## src/rtl/game_index_allocator_if.sv

```systemverilog
// Bundles the request/result and release signals of the game slot allocator.
//   clear          : synchronous free-all / abort
//   req, start     : allocation request and circular scan start slot
//   release_en     : free slot release_index this cycle ("release" is a
//   release_index    reserved word, hence the _en suffix)
//   busy, done     : scanning flag and one-cycle end-of-attempt pulse
//   valid, index   : result of the last attempt, held until the next done
//   free_count     : registered number of free slots
//   state_dbg      : FSM state, exposed for checkers
// Handshake: req is sampled only when the allocator is idle (busy=0, done=0);
// the attempt completes with exactly one done pulse, after which valid/index
// describe it. Requests while busy or during done are dropped, not queued.
interface game_index_allocator_if #(
  parameter int N     = 128,
  parameter int LANES = 8
);
  localparam int IW = $clog2(N);

  logic          clear;
  logic          req;
  logic [IW-1:0] start;
  logic          release_en;
  logic [IW-1:0] release_index;
  logic          busy;
  logic          done;
  logic          valid;
  logic [IW-1:0] index;
  logic [IW:0]   free_count;
  logic [1:0]    state_dbg;

  modport master (
    output clear, req, start, release_en, release_index,
    input  busy, done, valid, index, free_count, state_dbg
  );

  modport slave (
    input  clear, req, start, release_en, release_index,
    output busy, done, valid, index, free_count, state_dbg
  );
endinterface

```

## src/rtl/game_index_allocator.sv

```systemverilog
// Game slot allocator. Keeps one occupancy bit per slot and, on request,
// scans LANES slots per cycle in circular order from a caller-supplied start
// slot, granting the first free one. A full circle with no free slot ends the
// attempt with valid=0.
//   clock, reset_n : clock, asynchronous active-low reset
//   bus (slave)    : request/result/release bundle, see game_index_allocator_if
// N must be a multiple of LANES; LANES must be a power of two, <= N.
module game_index_allocator #(
  parameter int N     = 128,
  parameter int LANES = 8
) (
  input logic                  clock,
  input logic                  reset_n,
  game_index_allocator_if.slave bus
);
  localparam int          IW      = $clog2(N);
  localparam logic [IW:0] N_V     = (IW+1)'(N);
  localparam logic [IW:0] LANES_V = (IW+1)'(LANES);

  typedef enum logic [1:0] {
    IDLE = 2'd0,
    SCAN = 2'd1,
    DONE = 2'd2
  } state_t;

  state_t        state;
  state_t        stateNext;
  logic [N-1:0]  used;
  logic [IW-1:0] ptr;
  logic [IW:0]   scanned;
  logic          validQ;
  logic [IW-1:0] indexQ;
  logic [IW:0]   freeCount;

  // (base + offs) mod N; base < N and offs <= N, so one subtraction suffices.
  function automatic logic [IW-1:0] wrapAdd(input logic [IW-1:0] base,
                                            input logic [IW:0]   offs);
    logic [IW+1:0] sum;
    sum = {2'b00, base} + {1'b0, offs};
    if (sum >= {1'b0, N_V}) sum = sum - {1'b0, N_V};
    return sum[IW-1:0];
  endfunction

  // Window search over registered used bits. Walking lanes from the top down
  // leaves the lowest free offset from ptr as the winner.
  logic          hit;
  logic [IW-1:0] hitSlot;
  logic [IW-1:0] laneSlot;

  always_comb begin
    hit      = 1'b0;
    hitSlot  = '0;
    laneSlot = '0;
    for (int j = LANES - 1; j >= 0; j--) begin
      laneSlot = wrapAdd(ptr, (IW+1)'(j));
      if (!used[laneSlot]) begin
        hit     = 1'b1;
        hitSlot = laneSlot;
      end
    end
  end

  logic          relInRange;
  logic          relEffective;
  logic          allocate;
  logic          lastWindow;
  logic [IW-1:0] startEff;

  always_comb begin
    relInRange   = {1'b0, bus.release_index} < N_V;
    // Releasing a slot that is already free must not bump the count.
    relEffective = bus.release_en && relInRange && used[bus.release_index];
    allocate     = (state == SCAN) && hit;
    lastWindow   = (scanned + LANES_V) == N_V;
    startEff     = ({1'b0, bus.start} < N_V) ? bus.start : '0;
  end

  // FSM next state; clear overrides everything and returns to IDLE silently.
  always_comb begin
    stateNext = state;
    case (state)
      IDLE:    if (bus.req) stateNext = SCAN;
      SCAN:    if (hit || lastWindow) stateNext = DONE;
      DONE:    stateNext = IDLE;
      default: stateNext = IDLE;
    endcase
    if (bus.clear) stateNext = IDLE;
  end

  always_ff @(posedge clock or negedge reset_n) begin
    if (!reset_n) state <= IDLE;
    else          state <= stateNext;
  end

  always_ff @(posedge clock or negedge reset_n) begin
    if (!reset_n) begin
      used      <= '0;
      ptr       <= '0;
      scanned   <= '0;
      validQ    <= 1'b0;
      indexQ    <= '0;
      freeCount <= N_V;
    end else if (bus.clear) begin
      // Result registers deliberately keep the last completed attempt.
      used      <= '0;
      freeCount <= N_V;
    end else begin
      if (state == IDLE && bus.req) begin
        ptr     <= startEff;
        scanned <= '0;
      end

      if (state == SCAN) begin
        if (hit) begin
          indexQ <= hitSlot;
          validQ <= 1'b1;
        end else begin
          ptr     <= wrapAdd(ptr, LANES_V);
          scanned <= scanned + LANES_V;
          if (lastWindow) begin
            validQ <= 1'b0;
            indexQ <= '0;
          end
        end
      end

      // A releasable slot is occupied and the granted slot is free, so the
      // two writes never target the same bit.
      if (relEffective) used[bus.release_index] <= 1'b0;
      if (allocate)     used[hitSlot]           <= 1'b1;

      case ({relEffective, allocate})
        2'b10:   freeCount <= freeCount + 1'b1;
        2'b01:   freeCount <= freeCount - 1'b1;
        default: freeCount <= freeCount;
      endcase
    end
  end

  assign bus.busy       = (state == SCAN);
  assign bus.done       = (state == DONE);
  assign bus.valid      = validQ;
  assign bus.index      = indexQ;
  assign bus.free_count = freeCount;
  assign bus.state_dbg  = state;
endmodule

```

## src/flat_wrapper.sv

```systemverilog
// flat-port wrapper written by rule: the top's interface ports become plain ports
module game_index_allocator_flat 
#(
  parameter int N     = 128,
  parameter int LANES = 8
)
  (clock, reset_n, bus_clear, bus_req, bus_start, bus_release_en, bus_release_index, bus_busy, bus_done, bus_valid, bus_index, bus_free_count, bus_state_dbg);
  game_index_allocator_if #(.N(N), .LANES(LANES)) bus_i ();
  input logic clock;
  input logic reset_n;
  input wire logic [$bits(bus_i.clear)-1:0] bus_clear;
  input wire logic [$bits(bus_i.req)-1:0] bus_req;
  input wire logic [$bits(bus_i.start)-1:0] bus_start;
  input wire logic [$bits(bus_i.release_en)-1:0] bus_release_en;
  input wire logic [$bits(bus_i.release_index)-1:0] bus_release_index;
  output wire logic [$bits(bus_i.busy)-1:0] bus_busy;
  output wire logic [$bits(bus_i.done)-1:0] bus_done;
  output wire logic [$bits(bus_i.valid)-1:0] bus_valid;
  output wire logic [$bits(bus_i.index)-1:0] bus_index;
  output wire logic [$bits(bus_i.free_count)-1:0] bus_free_count;
  output wire logic [$bits(bus_i.state_dbg)-1:0] bus_state_dbg;
  assign bus_i.clear = bus_clear;
  assign bus_i.req = bus_req;
  assign bus_i.start = bus_start;
  assign bus_i.release_en = bus_release_en;
  assign bus_i.release_index = bus_release_index;
  assign bus_busy = bus_i.busy;
  assign bus_done = bus_i.done;
  assign bus_valid = bus_i.valid;
  assign bus_index = bus_i.index;
  assign bus_free_count = bus_i.free_count;
  assign bus_state_dbg = bus_i.state_dbg;
  game_index_allocator #(.N(N), .LANES(LANES)) u_core (.clock(clock), .reset_n(reset_n), .bus(bus_i));
endmodule
```

## config.mk

```make
export PLATFORM = sky130hd
export DESIGN_NAME = game_index_allocator_flat
export DESIGN_NICKNAME = d
export VERILOG_FILES = /design/src/rtl/game_index_allocator_if.sv /design/src/rtl/game_index_allocator.sv /design/src/flat_wrapper.sv
export SDC_FILE = /design/constraint.sdc
export NUM_CORES = 1
export LEC_CHECK = 0
export CORE_MARGIN = 2
export CORE_UTILIZATION = 59
export DETAILED_ROUTE_END_ITERATION = 7
export DONT_BUFFER_PORTS = 1
export PLACE_DENSITY_LB_ADDON = 0.12
export SYNTH_ARGS = -nofsm -noshare
export SYNTH_HDL_FRONTEND = slang
export SYNTH_SLANG_ARGS = --single-unit
```

## constraint.sdc

```tcl
create_clock -name clock -period 5.9 [get_ports clock]
set_input_delay 1.77 -clock clock [delete_from_list [all_inputs] [get_ports clock]]
set_output_delay 1.77 -clock clock [all_outputs]
set_load 0.005 [all_outputs]
```

# == Word-level counts from Yosys, hierarchy flattened ==
# Index checks and enable logic that the tools add are counted.
# Widths: inputs -> output; s select.
# word_totals
elab_cells,137
reg_bits,161
output_inout_bits,20
in_bits,19
# classes
n_reduce_logical,11
n_addsub,20
magnitude_cmp,21
bitwise_logic,4
muxes,67
n_eq_ne,7
# ops
cell,n
$mux 128,4
$mux 7,22
$and 128x128->128,1
$not 128->128,1
$or 128x128->128,1
$lt 7x8->1 const B,10
$ge 8x8->1 const B,8
$bmux 1 s7,9
$sub 7x1->7 const B,9
$add 7x3->8 const B,4
$mux 8,4
$mux 1,21
$add 7x2->8 const B,2
$pmux 8 s2,1
$demux 1 s7,2
$ge 7x1->1 const B,2
$add 7x1->8 const B,1
$add 7x4->8 const B,1
$add 8x1->8 const B,1
$add 8x4->8 const B,1
$eq 8x8->1 const B,1
$ge 7x8->1 const B,1
$sub 8x1->8 const B,1
$mux 2,3
other kinds (13),19

# == Longest topological paths before layout ==
# depth
depth_word,20
mapped_depth,28
ltp_nobuf,19

# == Worst setup path after synthesis ==
# No wires, ideal clock.
# synth_path
kind,register to register
startpoint,register u_core.ptr[0]
endpoint,register u_core.freeCount[6] (netlist: u_core.bus.free_count[6])
setup_ps,149
synth_period_minus_slack_ps,5597
path_stages_with_launch,24
required_ps,5751
arrival_ps,5448
n_path_buf,6
slack_ps,303
cell_sequence,dfrtp_1 buf_6 buf_6 inv_1 buf_4 buf_2 ha_1 inv_2 buf_1 mux4_2 mux4_2 mux2_2 nand3_1 nand4_1 and4_4 and2_4 buf_6 o21ai_0 nand2_1 ha_1 a311o_1 a211o_1 xnor2_1 o22ai_1
# synth_between
elab_chain_cells,17
word_cells_on_any_way,61
cone_classes,15 x add/sub; 8 x order compare; 2 x eq/ne; 34 x mux; 2 x reduce/logical
# synth_rtl
item,line_no,rtl
start: declaration,game_index_allocator.sv:29,logic [IW-1:0] ptr;
start signal: assignment,game_index_allocator.sv:109,ptr <= startEff;
start signal: assignment,game_index_allocator.sv:118,"ptr <= wrapAdd(ptr, LANES_V);"
$add 7x3->8,game_index_allocator.sv:39,"sum = {2'b00, base} + {1'b0, offs};"
$sub 7x1->7 or $ge 8x8->1 (tied branches),game_index_allocator.sv:40,"if (sum >= {1'b0, N_V}) sum = sum - {1'b0, N_V};"
$mux 7,game_index_allocator.sv:40,
$bmux 1 s7,game_index_allocator.sv:56,if (!used[laneSlot]) begin
$mux 1 (not written as such),game_index_allocator.sv:56,
$mux 1 (7 in a row),game_index_allocator.sv:56,
$mux 1 *,game_index_allocator.sv:56,
$logic_and 1x1->1 *,game_index_allocator.sv:73,allocate = (state == SCAN) && hit;
$eq 2x1->1 or $eq 2x2->1 (tied branches),game_index_allocator.sv:132,"case ({relEffective, allocate})"
$pmux 8 s2,game_index_allocator.sv:132,
$mux 8,game_index_allocator.sv:103,end else if (bus.clear) begin
end signal: assignment,game_index_allocator.sv:133,2'b10: freeCount <= freeCount + 1'b1;
end signal: assignment,game_index_allocator.sv:134,2'b01: freeCount <= freeCount - 1'b1;
end signal: assignment,game_index_allocator.sv:135,default: freeCount <= freeCount;
end: declaration,game_index_allocator.sv:33,logic [IW:0] freeCount;
# Mark *: on every way between the ends. The rest lies on a longest branch, timed or not. The select of a mux whose other input is x is not followed.
# A chain may end at the register's enable or synchronous reset.

# == Worst setup path after layout ==
# layout_path
startpoint,register u_core.ptr[2]
endpoint,register u_core.used[75]
# layout_between
elab_chain_cells,20
word_cells_on_any_way,72
cone_classes,15 x add/sub; 10 x order compare; 44 x mux; 1 x bitwise; 2 x reduce/logical
# layout_rtl
item,line_no,rtl
$add 7x3->8,game_index_allocator.sv:39,
$sub 7x1->7 or $ge 8x8->1 (tied branches),game_index_allocator.sv:40,
$mux 7,game_index_allocator.sv:40,
$bmux 1 s7,game_index_allocator.sv:56,
$mux 1 (not written as such),game_index_allocator.sv:56,
$mux 7 (8 in a row),game_index_allocator.sv:56,
$lt 7x8->1 (not written as such) or $ge 7x1->1 (tied branches),game_index_allocator.sv:130,if (allocate) used[hitSlot] <= 1'b1;
$logic_and 1x1->1 (not written as such),game_index_allocator.sv:130,
$mux 1 (not written as such),game_index_allocator.sv:130,
$demux 1 s7,--,
$or 128x128->128 (no line),--,
$mux 128 *,game_index_allocator.sv:130,
$mux 128 *,game_index_allocator.sv:103,
end signal: assignment,game_index_allocator.sv:105,used <= '0;
end signal: indexed assignment,game_index_allocator.sv:129,if (relEffective) used[bus.release_index] <= 1'b0;
end signal: indexed assignment,game_index_allocator.sv:130,
end: declaration,game_index_allocator.sv:28,logic [N-1:0] used;
# Marks and branches as above.

==> flow_summary_export.csv <==
group,metric,value,unit
run,cap_viol_max_count,0,
yosys,synth_flop_cell,"dfrtp_1",
yosys,synth_area_leaders,"dfrtp_1, mux4_2, mux2i_1",
critical_path,worstPathArrival,6280,ps
final_layout,instances_no_fill,2116,
outcome,violations,"setup timing",
yosys,netlist_area,17500,um2
clocking,cts_tree,"done",
outcome,outcome,"finished, violations left",
timing,fin_tns_setup,-1.10,ps
yosys,yosys_warnings,0,
die,row_count,63,
yosys,synthMuxAreaShare,0.317,
timing,timing.hold.ws,510,ps
timing,hold_viol,0,
grt,grt_overflow,0,
timing,tightest_slew,1300,ps
yosys,syn_area_per_cell,9.98,um2
drt,drcViolationCount,0,
drt,ant_nets,0,
yosys,ys_async_sr_fraction,1.00,
yosys,synth-compound-area-share,0.194,
critical_path,slowest_delay,1080,ps
pwr,power_leakage,0.00678,uW
critical_path,cp.required,6280,ps
clocking,holdBufCountCts,0,
drt,via_count,17000,
drt,wl,73400,um
grt,antenna_found_initial,1,
yosys,synth_top_family_by_area,"multiplexers",
yosys,synth_fa_ha_area_frac,0.0114,
final_layout,drive_gt1_frac,0.228,
drt,routed_via_density,8.05,
final_layout,num-fill-cells,2493,
yosys,ys_seq_area_frac,0.230,
min_path,holdPathStages,1,
critical_path,cp-start-kind,"flip-flop",
pwr,power_density,295,nW/um2
clocking,numCtsBuffers,17,
place,dp_cells,2083,
place,dp_hpwl,53400,um
final_layout,syn_to_final_growth,4.83,%
timing,rsz0062_at_grt,"no",
yosys,synth_simple_gate_area_frac,0.163,
timing,setup_viol_count_final,1,
die,fp.coreArea,29500,um2
clocking,clock_latency,440,ps
grt,grt_max_degree,162,
critical_path,cp-end-kind,"flip-flop",
pwr,finalPower,5420,uW
critical_path,r2r_cells,15,
min_path,hold_path.class,"reg -> reg",
die,start_util,0.595,
yosys,synth_nets,1793,
critical_path,path_class,"reg -> reg",
grt,grt_pass1_wl,108000,um
drt,drt-initial-drc-count,2961,
place,place.gp.congestion,1.07,
place,numPortBuffers,0,
timing,period_needed,5900,ps
die,pin_count,39,
timing,fmax,169,MHz
timing,slew_headroom,0.122,
yosys,synthCells,1758,
die,die_w,176,um
critical_path,crit_fanout,17,
final_layout,nets,1747,
clocking,max-clock-path-buffers,2,
clocking,clock-root-buffer,"clkbuf_16",
critical_path,cp_slowest_cell,"o21ai_0",
timing,slew_viol_final,0,
grt,grt_pass1_vias,16100,
critical_path,crit_chain,"buf_4 > ha_1 > a21boi_1 > o21ai_0 > a21oi_1 > a211oi_1 > a211oi_2 > nor2_1 > buf_4 > nand4_1 > a31o_2 > o211a_1 > nand2b_1 > nor2b_1 > a32o_1",
place,dp_slack,325,ps
yosys,netlist.area_leader.share,0.228,
die,die_h,176,um
die,die_area,31100,um2
yosys,synth_xor_area_frac,0.0265,
critical_path,cpMostUsedCell,"buf_4",
grt,grt_usage,0.479,
yosys,synth_area_leader_cell,"dfrtp_1",
drt,wl_per_cell,34.7,um
yosys,synth_seq_cells,161,
yosys,yosysUniqueCellTypes,108,
pwr,ir_worst_vdd,256,uV
timing,finClkSkew,10.8,ps
timing,timing.final.crit_share,1.00,
yosys,ys_top_cells_by_count,"nand2_1, mux4_2, dfrtp_1",
clocking,h-tree-depth,4,
yosys,synth_edf_count,0,
drt,drt-pass1-iter-count,8,
timing,layout_setup_ws,-1.10,ps
clocking,cts_num_sinks,161,
yosys,yosysMostFrequentCell,"nand2_1",
clocking,clk_pin_slew_worst_paths,70,ps
layout make-up:
type,count,area (um2),area share
clock inverter,10,77.6,0.00422
antenna,1,2.50,0.000136
clock buffer,22,474,0.0258
tap,390,488,0.0265
multi-input combinational,1423,12500,0.681
sequential,161,4040,0.220
timing repair buffer,81,671,0.0365
inverter,28,106,0.00578
placed cells by master (no fill, tap or decap), drive strengths merged, types with 29 or more instances in the layout:
cell type and count:
buf 81, inv 29, mux2i 134, a32o 97
xnor2 35, dfrtp 160, nor2 78, mux4 166
nand3 60, mux2 39, a21oi 50, nor3 42
nand2 274, o21ai 68
sequential cells by signal (all words and copies together) (netlist names):
name	count
u_core.bus.free_count	8
u_core.bus.index	7
u_core.bus.state_dbg	2
u_core.bus.valid	1
u_core.ptr	7
u_core.scanned	8
u_core.used	128
timing repair:
item | CTS | global route
setup buffers | 0 | 0
resized for setup | 0 | 2
endpoints found under the hold margin | 0 | 0
endpoints found under the setup margin | 0 | 10
metrics by stage:
step / cell area [um2] / utilization
floorplan: 17500 / -
CTS: 18400 / 0.623
global route: 18400 / 0.624
global placement: 17800 / 0.604
detailed placement: 17800 / 0.604
finish: 18400 / 0.624
worst max-delay path: cells and delay by family (launching register included):
kind / cells / cell delay [ps]
flops: 1 / 350
simple gates: 4 / 1340
compound gates: 8 / 3020
buf+inv: 2 / 540
fa+ha+maj: 1 / 560
power breakdown:
group	switching [uW]	total, uW	internal (uW)
logic	2020	3120	1100
registers	91.9	1250	1150
clock network	481	1060	576
total	2590	5420	2830
cells by family after synthesis:
logic type	after synthesis
buffers and inverters	174
AND/OR/NAND/NOR	594
flip-flops	161
AO/OA/AOI/OAI	427
XOR/XNOR	47
multiplexers	339
adder cells (fa/ha/maj)	16
metal layers:
layer | global-route usage | routed length, um | vias to the layer above
li1 | - | - | 6877
met1 | 0.650 | 26700 | 8291
met2 | 0.660 | 30200 | 1534
met3 | 0.170 | 11300 | 332
met4 | 0.280 | 5290 | 0
met5 | 0 | 0 | -
worst paths after layout:
| kind | from | endpoint | slack, ps |
|---|---|---|---|
| hold reg to reg | u_core.bus.state_dbg[1] | u_core.bus.state_dbg[0] | 510 |
| hold / removal | u_core.bus.state_dbg[1] | u_core.bus.state_dbg[0] | 510 |
| max in group asynchronous | reset_n | u_core.bus.free_count[7] | 4520 |
| min in group asynchronous | reset_n | u_core.used[27] | 1020 |
| setup / recovery | u_core.ptr[2] | u_core.used[75] | -1 |
| setup reg to reg | u_core.ptr[2] | u_core.used[75] | -1 |
Note: power is estimated with default switching activity, not from simulation.
